**config.mk**
```make
export PLATFORM = sky130hd
export DESIGN_NAME = nv_clk_gate_ctrl_multi
export DESIGN_NICKNAME = d
export VERILOG_FILES = /design/src/rtl/nv_clk_gate_ctrl_multi.sv
export SDC_FILE = /design/constraint.sdc
export NUM_CORES = 1
export LEC_CHECK = 0
export ABC_AREA = 1
export CORE_MARGIN = 4
export CORE_UTILIZATION = 35
export CTS_CLUSTER_DIAMETER = 150
export DETAILED_ROUTE_END_ITERATION = 16
export PLACE_DENSITY = 0.65
export SLEW_MARGIN = 20
export SYNTH_ARGS = -nofsm -noshare
export SYNTH_HDL_FRONTEND = slang
export SYNTH_HIERARCHICAL = 1
export SYNTH_SLANG_ARGS = --single-unit
export TNS_END_PERCENT = 30
```
**constraint.sdc**
```tcl
create_clock -name clk -period 1.71 [get_ports clk]
set_input_delay 0.2565 -clock clk [delete_from_list [all_inputs] [get_ports clk]]
set_output_delay 0.2565 -clock clk [all_outputs]
set_load 0.03 [all_outputs]
```
**src/rtl/nv_clk_gate_ctrl_multi.sv**
```systemverilog
// Multi-channel power clock-gating controller: each channel gates its own branch of clk
// after an idle-hysteresis window and reports ready once its wake latency has elapsed.
module nv_clk_gate_ctrl_multi #(
  parameter int NUM_CH    = 4,
  parameter int HYST_W    = 8,
  parameter int WAKE_LAT  = 2,
  parameter bit BYPASS_CG = 1'b0
) (
  input  logic              clk,
  input  logic              reset_,
  input  logic              cfg_global_en,
  input  logic [HYST_W-1:0] cfg_hyst,
  input  logic [NUM_CH-1:0] cfg_force_on,
  input  logic [NUM_CH-1:0] ch_busy,
  input  logic [NUM_CH-1:0] ch_wake_req,
  output logic [NUM_CH-1:0] clk_gated,
  output logic [NUM_CH-1:0] ch_clk_en,
  output logic [NUM_CH-1:0] ch_ready,
  output logic [NUM_CH-1:0] sts_gated
);

  localparam int CNT_W = (HYST_W > 4) ? HYST_W : 4;
  localparam logic [CNT_W-1:0] WAKE_LOAD = CNT_W'(WAKE_LAT) - CNT_W'(1);

  typedef enum logic [1:0] {
    ST_RUN   = 2'd0,
    ST_HYST  = 2'd1,
    ST_GATED = 2'd2,
    ST_WAKE  = 2'd3
  } state_e;

  // Output triple {clk_en, ready, gated} as a pure function of the state being entered
  function automatic logic [2:0] decode_state(input state_e s);
    case (s)
      ST_RUN:   decode_state = 3'b110;
      ST_HYST:  decode_state = 3'b110;
      ST_GATED: decode_state = 3'b001;
      ST_WAKE:  decode_state = 3'b100;
      default:  decode_state = 3'b110;
    endcase
  endfunction

  logic [CNT_W-1:0] w_hyst_load;
  logic             w_hyst_zero;

  assign w_hyst_load = CNT_W'(cfg_hyst) - CNT_W'(1);
  assign w_hyst_zero = (cfg_hyst == '0);

  for (genvar g = 0; g < NUM_CH; g++) begin : g_ch
    state_e           r_state;
    logic [CNT_W-1:0] r_cnt;
    logic             r_clk_en;
    logic             r_ready;
    logic             r_gated;
    logic             w_idle;

    assign w_idle = ~ch_busy[g] & ~ch_wake_req[g] & ~cfg_force_on[g] & cfg_global_en;

    // Channel FSM; outputs are registered together with the state they decode
    always_ff @(posedge clk or negedge reset_) begin
      if (!reset_) begin
        r_state                        <= ST_RUN;
        r_cnt                          <= '0;
        {r_clk_en, r_ready, r_gated}   <= decode_state(ST_RUN);
      end else begin
        case (r_state)
          ST_RUN: begin
            if (!w_idle) begin
              r_state                      <= ST_RUN;
              {r_clk_en, r_ready, r_gated} <= decode_state(ST_RUN);
            end else if (w_hyst_zero) begin
              r_state                      <= ST_GATED;
              {r_clk_en, r_ready, r_gated} <= decode_state(ST_GATED);
            end else begin
              r_state                      <= ST_HYST;
              r_cnt                        <= w_hyst_load;
              {r_clk_en, r_ready, r_gated} <= decode_state(ST_HYST);
            end
          end
          ST_HYST: begin
            if (!w_idle) begin
              r_state                      <= ST_RUN;
              {r_clk_en, r_ready, r_gated} <= decode_state(ST_RUN);
            end else if (r_cnt == '0) begin
              r_state                      <= ST_GATED;
              {r_clk_en, r_ready, r_gated} <= decode_state(ST_GATED);
            end else begin
              r_cnt                        <= r_cnt - CNT_W'(1);
            end
          end
          ST_GATED: begin
            if (!w_idle) begin
              if (WAKE_LAT == 0) begin
                r_state                      <= ST_RUN;
                {r_clk_en, r_ready, r_gated} <= decode_state(ST_RUN);
              end else begin
                r_state                      <= ST_WAKE;
                r_cnt                        <= WAKE_LOAD;
                {r_clk_en, r_ready, r_gated} <= decode_state(ST_WAKE);
              end
            end else begin
              r_state                      <= ST_GATED;
            end
          end
          // Inputs are deliberately ignored here so a channel cannot re-gate mid-wake
          ST_WAKE: begin
            if (r_cnt == '0) begin
              r_state                      <= ST_RUN;
              {r_clk_en, r_ready, r_gated} <= decode_state(ST_RUN);
            end else begin
              r_cnt                        <= r_cnt - CNT_W'(1);
            end
          end
          default: begin
            r_state                      <= ST_RUN;
            r_cnt                        <= '0;
            {r_clk_en, r_ready, r_gated} <= decode_state(ST_RUN);
          end
        endcase
      end
    end

    assign ch_clk_en[g] = r_clk_en;
    assign ch_ready[g]  = r_ready;
    assign sts_gated[g] = r_gated;

    if (BYPASS_CG) begin : g_byp
      assign clk_gated[g] = clk;
    end else begin : g_icg
      logic r_en_lat;

      // ICG enable latch: transparent only while clk is low, so pulses are never truncated
      always_latch begin
        if (!clk) r_en_lat <= r_clk_en;
      end

      assign clk_gated[g] = clk & r_en_lat;
    end
  end

`ifndef SYNTHESIS
  nv_clk_gate_ctrl_multi_chk #(
    .NUM_CH   (NUM_CH),
    .WAKE_LAT (WAKE_LAT)
  ) u_chk (
    .clk          (clk),
    .reset_       (reset_),
    .cfg_force_on (cfg_force_on),
    .ch_busy      (ch_busy),
    .ch_wake_req  (ch_wake_req),
    .clk_gated    (clk_gated),
    .ch_ready     (ch_ready)
  );
`endif

endmodule

`ifndef SYNTHESIS
// Simulation-only checks for the gating controller; disabled by setting DISABLE_ASSERTS.
module nv_clk_gate_ctrl_multi_chk #(
  parameter int NUM_CH          = 4,
  parameter int WAKE_LAT        = 2,
  parameter bit DISABLE_ASSERTS = 1'b0
) (
  input logic              clk,
  input logic              reset_,
  input logic [NUM_CH-1:0] cfg_force_on,
  input logic [NUM_CH-1:0] ch_busy,
  input logic [NUM_CH-1:0] ch_wake_req,
  input logic [NUM_CH-1:0] clk_gated,
  input logic [NUM_CH-1:0] ch_ready
);

  localparam int STALL_MAX = WAKE_LAT + 1;

  logic [4:0] r_stall [NUM_CH];

  // Consecutive cycles each channel has been busy without a usable clock
  always_ff @(posedge clk or negedge reset_) begin
    if (!reset_) begin
      for (int i = 0; i < NUM_CH; i++) r_stall[i] <= 5'd0;
    end else begin
      for (int i = 0; i < NUM_CH; i++) begin
        if (ch_busy[i] && !ch_ready[i]) begin
          if (r_stall[i] != 5'd31) r_stall[i] <= r_stall[i] + 5'd1;
          else                     r_stall[i] <= r_stall[i];
        end else begin
          r_stall[i] <= 5'd0;
        end
      end
    end
  end

  // Sampled sanity checks outside reset
  always @(posedge clk) begin
    if (reset_ && !DISABLE_ASSERTS) begin
      a_gclk_known: assert (!$isunknown(clk_gated));
      a_in_known:   assert (!$isunknown({ch_busy, ch_wake_req, cfg_force_on}));
      for (int i = 0; i < NUM_CH; i++) begin
        assert (r_stall[i] <= 5'(STALL_MAX));
      end
    end
  end

endmodule
`endif

```
### After elaboration in Yosys (flattened, before gate mapping)

Cells that the tools add are included.

* bits in latches: 4
* register bits: 52
* logic and storage cells: 210

* bitwise operators: 28
* reduce and logical (&&, ||, !) cells: 21
* add/subtract/negate cells: 5
* equal/unequal tests: 36
* muxes and demuxes: 96

Operators by type and width (number)
* 8-bit two-way mux: 17
* 8-bit one-hot mux with 4 select lines: 4
* 1-bit one-hot mux with 4 select lines: 12
* 1-bit two-way mux: 42
* 8-bit logical NOT: 5
* 2-bit != test, second input constant: 20
* 8-bit by 1-bit subtractor with 8-bit output, second input constant: 5
* 2-bit two-way mux: 17
* 2-bit one-hot mux with 4 select lines: 4
* 1-bit AND: 16
* 2-bit equality test, second input constant: 8
* 4-bit AND reduction: 4
* 3-bit != test, second input constant: 4
* 1-bit NOT: 12
* 3-bit AND reduction: 4
* 2-bit by 1-bit equality test with 1-bit output, second input constant: 4
* 2-bit logical NOT: 4
* 2-bit AND reduction: 4

### Longest topological paths before layout

Gate-level depths: netlist (run 1).

* word-level depth: 6
* depth in mapped cells: 10
* gate-level depth less buffers: 9

==> impl_metrics.toml, run 1 <==
[critical_path]
cp-start-kind = "latch"
cp_data_arrival_time_ns = 1.91
reg2reg_to = "g_ch[3].r_cnt[4]"
r2r_start = "g_ch[3].r_cnt[0]"
crit_fanout = 1
r2r_slack_ns = 0.19
crit_start = "g_ch[0].g_icg.r_en_lat"
crit_type = "latch to primary output"
critPathRequiredTime_ns = 1.45
cp-end-kind = "primary output"
r2r_cells = 8

[synth]
ys_ff_latch = 56
syn_inst = 555
synth_edf_count = 0
ys.flop_type = "dfrtp_1"
syn_area_sq_um = 3800
yosys_warnings = 6
synth_cell_types = 31
avgSynthCellArea_sq_um = 6.85
syn_nets = 588
synthArstFlopShare_pct = 92.9

[run]
cap_violations = 0

[run_status]
violations = "negative setup slack"
status = "finished, violations left"

[detailed_routing]
routedWlPerCell_um = 12.4
met3_length_um = 504
wl_met1_um = 4310
wl_met2_um = 4490
first_iter_violations = 126
drtPass1Iterations = 4
drc_errors = 0
via_count = 3649
viasPerCell = 4.80
wirelength_um = 9470
top_layer_used = "met4"
drtAntennaViolNets = 0

[sta]
worstMarginPinSlew_ns = 0.521
finalSetupViolations = 8
skew_ns = 0.00380
rsz0062_at_grt = "yes"
slew_violations = 0
max_slew_margin_pct = 65.2
setup_tns_ns = -1.80
hold_viol = 0
fin_ws_ns = -0.457

[finish]
area_delta_synth_final_pct = 22.8
fin_area_sq_um = 4670
fin_nets = 656
fin_util_pct = 44.6
drive_gt1_share_pct = 15.2
diodes = 0

[clocking]
cts_tree = "yes"
cts_setup_buffers = 0
clk-insertion-delay-late_ns = 0.42
cts.reportedPaths.clkPinSlew_ns = 0.10

[hold_path]
hp-class = "input port to asynchronous set/reset pin"

[power]
leakage_uw = 0.00253
pwr_density_cell_nw_per_um2 = 1630
vdd_ir_drop_max_mv = 1.17

[floorplan]
die_w_um = 112
die_y_um = 112
start_util_pct = 36.3
num_rows = 37
io_pins = 39
fp.coreArea_sq_um = 10500
die_area_sq_um = 12600

[place]
place_area_sq_um = 4510
globalplace.congestion = 0.888
numPortBuffers = 38
dp_hpwl_um = 7040

[global_route]
antenna_found_initial = 0
grt_max_degree = 39
grt_usage_pct = 15.3
globalRouteOverflowTotal = 0
grt_pass1_wl_um = 16000
grt_pass1_vias = 3603
cells by family (layout without fill, tap and decap cells):
kind of cell / count (synthesis) / count (layout) / synth area share [%]
compound gates: 35 / 35 / 5.99
xor+xnor: 5 / 5 / 1.15
fa+ha+maj: 10 / 10 / 3.29
latches: 4 / 4 / 1.58
flops: 52 / 52 / 34.5
buf+inv: 85 / 155 / 10.1
simple gates: 364 / 364 / 43.4
critical path, cell delays in order (launching register included):
cell	delay (ns)
dlxtn_1	0.40
nand2_1	0.04
inv_1	0.06
buf_6	0.12
placed cells by master (no fill, tap or decap), types with 4 or more instances in the layout:
cell type	synthesis	layout
dlygate4sd2_1	0	12
o22ai_1	4	4
dfrtp_1	44	44
nand3_1	79	79
buf_6	2	4
o21ai_0	15	15
nor2_2	4	4
inv_2	2	4
inv_1	64	62
ha_1	10	10
nand4_1	10	10
nand3_2	6	6
nand2_4	3	4
xor2_1	5	5
nor2_1	39	39
nor2_4	5	5
clkdlybuf4s50_1	0	21
buf_4	12	35
dfstp_2	8	8
a22oi_1	4	4
o21bai_1	5	5
nand2_1	209	208
clkbuf_8	0	10
worst max path at each step:
stage                         to  depth (start not counted)
finish              clk_gated[0]                          3
global route        clk_gated[3]                          3
CTS                 clk_gated[3]                          3
detailed placement  clk_gated[0]                          3
global placement    clk_gated[2]                          3
floorplan           clk_gated[0]                          2
repair_timing:
item / 4_1_cts / 5_1_grt
pin swaps: 3 / 0
hold buffers: 1 / 0
gates resized for setup: 40 / 5
gates cloned: 0 / 0
hold endpoints to repair: 10 / 0
endpoints found under the setup margin: 20 / 9
metal layers:
layer	up-vias	track usage [%]
met2	84	25.4
met3	13	3.83
met5	-	0
li1	1890	-
met1	1662	19.2
met4	0	5.85
power breakdown:
part / internal, uW / leakage, uW / total (uW) / switching (uW)
clock network: 784 / 0.000135 / 1660 / 878
logic: 1430 / 0.00171 / 3610 / 2180
registers: 1820 / 0.000684 / 2340 / 522
metrics by stage:
stage                     worst slack, ns  power [uW]  cells  hold WS [ns]
after floorplan                  -0.00710        5280    555       -0.0391
after global placement             -0.503        6360    747         0.205
after detailed placement           -0.507        6480    747         0.202
after CTS                          -0.485        7660    761         0.298
after global routing               -0.514        8330    761         0.329
final                              -0.457        7610    761         0.282
area by class of cell:
class / count / area (sq um)
Clock buffer: 17 / 194
Clock inverter: 4 / 15.0
Fill cell: 1108 / 5790
Inverter: 62 / 233
Multi-Input combinational cell: 414 / 2050
Sequential cell: 56 / 1370
Tap cell: 136 / 170
Timing Repair Buffer: 72 / 633
cell usage after synthesis (5+ instances only):
master	n	area (sq um)
nand2_1	209	785
nand3_1	79	395
inv_1	64	240
dfrtp_1	44	1100
nor2_1	39	146
o21ai_0	15	75.1
buf_4	12	90.1
ha_1	10	125
nand4_1	10	62.6
dfstp_2	8	210
nand3_2	6	60.1
buf_2	5	25.0
nor2_4	5	56.3
o21bai_1	5	37.5
xor2_1	5	43.8
state kept, by name, indices dropped and copies added, names as in the netlist:
signal and count:
g_ch.r_cnt 32, g_ch.r_state 8, g_ch.r_ready 4, g_ch.g_icg.r_en_lat 4, g_ch.r_clk_en 4, g_ch.r_gated 4
No activity file was read; power rests on OpenSTA's default activity.
==> run 2, diff against run 1 <==
--- a/config.mk
+++ b/config.mk
@@ -6,7 +6,7 @@
 export NUM_CORES = 1
 export LEC_CHECK = 0
 export ABC_AREA = 1
-export CORE_MARGIN = 4
+export CORE_MARGIN = 2
 export CORE_UTILIZATION = 35
 export CTS_CLUSTER_DIAMETER = 150
 export DETAILED_ROUTE_END_ITERATION = 16
@@ -14,6 +14,5 @@
 export SLEW_MARGIN = 20
 export SYNTH_ARGS = -nofsm -noshare
 export SYNTH_HDL_FRONTEND = slang
-export SYNTH_HIERARCHICAL = 1
 export SYNTH_SLANG_ARGS = --single-unit
 export TNS_END_PERCENT = 30
==> impl_metrics.toml, run 2 <==
[run_status]
status = "finished, violations left"
violations = "negative setup slack"

[power]
pwr_density_cell_nw_per_um2 = 1640
vdd_ir_drop_max_mv = 1.01
leakage_uw = 0.00255
finalPower_uw = 7700

[finish]
area_delta_synth_final_pct = 23.7
largest_reg_flops = 32
diodes = 0
final_common_cell = "nand2_1"
fin_nets = 657
largestRegisters = "g_ch.r_cnt x32, g_ch.r_state x8"
top_register = "g_ch.r_cnt"
fin_util_pct = 43.9
nFillCells = 1119
drive_gt1_share_pct = 15.3
layout_common_cells = "nand2_1, nand3_1, inv_1"

[critical_path]
critical_path_buf_inv_count = 2
r2r_start = "g_ch[0].r_cnt[0]"
cp_data_arrival_time_ns = 1.92
cp-start-kind = "latch"
crit_start = "g_ch[0].g_icg.r_en_lat"
cp_top_family = "latches"
critPathRequiredTime_ns = 1.45
crit_type = "latch to primary output"
path_cells = "nand2_1, inv_2, buf_6"
cpMaxStageDelayCell = "dlxtn_1"
cp-end-kind = "primary output"
max_stage_delay_ns = 0.40
crit_fanout = 1

[synth]
ys_ff_latch = 56
yosys_warnings = 0
synth_area_leader_cell = "dfrtp_1"
ys.flop_type = "dfrtp_1"
synth_area_leaders = "dfrtp_1, nand2_1, nand3_1"
avgSynthCellArea_sq_um = 6.85
yosysTopAreaCellShare_pct = 29.0
synthArstFlopShare_pct = 92.9
synth_edf_count = 0
syn_area_sq_um = 3800
syn_nets = 588
synth_commonest_cells = "nand2_1, nand3_1, inv_1"
syn_inst = 555
synth_cell_types = 31
synth_most_common_cell = "nand2_1"

[global_route]
globalRouteOverflowTotal = 0
grt_usage_pct = 18.5
antenna_found_initial = 0
grt_max_degree = 40
grt_pass1_vias = 3882
grt_pass1_wl_um = 17100

[sta]
max_slew_margin_pct = 65.7
hold_viol = 0
slew_violations = 0
skew_ns = 0.00497
worstMarginPinSlew_ns = 0.512
fin_ws_ns = -0.464
finalSetupViolations = 8
rsz0062_at_grt = "yes"

[run]
cap_violations = 0

[detailed_routing]
viasPerCell = 4.81
via_count = 3688
wirelength_um = 9710
drtAntennaViolNets = 0
routedWlPerCell_um = 12.7
drtPass1Iterations = 4
first_iter_violations = 174
drc_errors = 0

[floorplan]
die_w_um = 108
die_y_um = 108
fp.coreArea_sq_um = 10700
io_pins = 39
start_util_pct = 35.5
die_area_sq_um = 11700
num_rows = 38

[clocking]
cts_tree = "yes"
clk-insertion-delay-late_ns = 0.42
cts.reportedPaths.clkPinSlew_ns = 0.10
cts_setup_buffers = 0

[hold_path]
hp-class = "input port to asynchronous set/reset pin"

[place]
globalplace.congestion = 0.876
dp_hpwl_um = 6970
numPortBuffers = 38
-- run 2: layout make-up --
class,instances,area (sq um),area share [%]
inverter,62,233,4.95
clock inverter,4,15.0,0.319
multi-input combinational,414,2050,43.6
sequential,56,1370,29.2
timing repair buffer,73,653,13.9
clock buffer,17,204,4.34
tap,140,175,3.73
-- run 2: layer usage --
layer	track usage [%]	up-vias	part of all wire, %	routed length [um]
li1	-	1886	-	-
met1	21.9	1695	45	4360
met2	31.4	85	47	4590
met3	4.76	22	4.5	440
met4	8.52	0	3.2	310
met5	0	-	0	0
-- run 2: cell families after synthesis --
family                   share of synthesized area [%]
XOR/XNOR                                          1.15
buffers and inverters                             10.1
flip-flops                                        34.5
AO/OA/AOI/OAI                                     5.99
AND/OR/NAND/NOR                                   43.4
adder cells (fa/ha/maj)                           3.29
latches                                           1.58
-- run 2: path summary, 6_finish.rpt --
check	endpoint	slack [ns]	cells past startpoint
setup / recovery	clk_gated[0]	-0.46	3
hold / removal	g_ch[1].r_gated	0.26	2
setup reg to reg	g_ch[0].r_cnt[1]	0.17	10
hold reg to reg	g_ch[3].r_clk_en	0.48	2
max in group asynchronous	g_ch[3].r_ready	0.86	3
min in group clk	g_ch[3].r_clk_en	0.48	2
-- run 2: repair_timing --
item	CTS	global route
endpoints found under the hold margin	9	0
hold buffers	1	0
pin swaps	3	0
endpoints found under the setup margin	20	17
resized for setup	40	3
-- run 2: power breakdown --
group	switching (uW)	internal, uW	leakage [uW]
Combinational	2200	1440	0.00172
Sequential	530	1820	0.000684
Clock	892	817	0.000141
-- run 2: through the flow --
step	std cells	hold WS [ns]	setup slack (ns)	cell area (sq um)	TNS, ns
2_1_floorplan	555	-0.0391	-0.00710	3800	-0.0242
3_3_place_gp	752	0.188	-0.505	4540	-11.14
3_5_place_dp	752	0.189	-0.502	4540	-11.66
4_1_cts	766	0.265	-0.485	4700	-1.90
5_1_grt	766	0.287	-0.527	4700	-2.07
6_report	766	0.257	-0.464	4700	-1.84
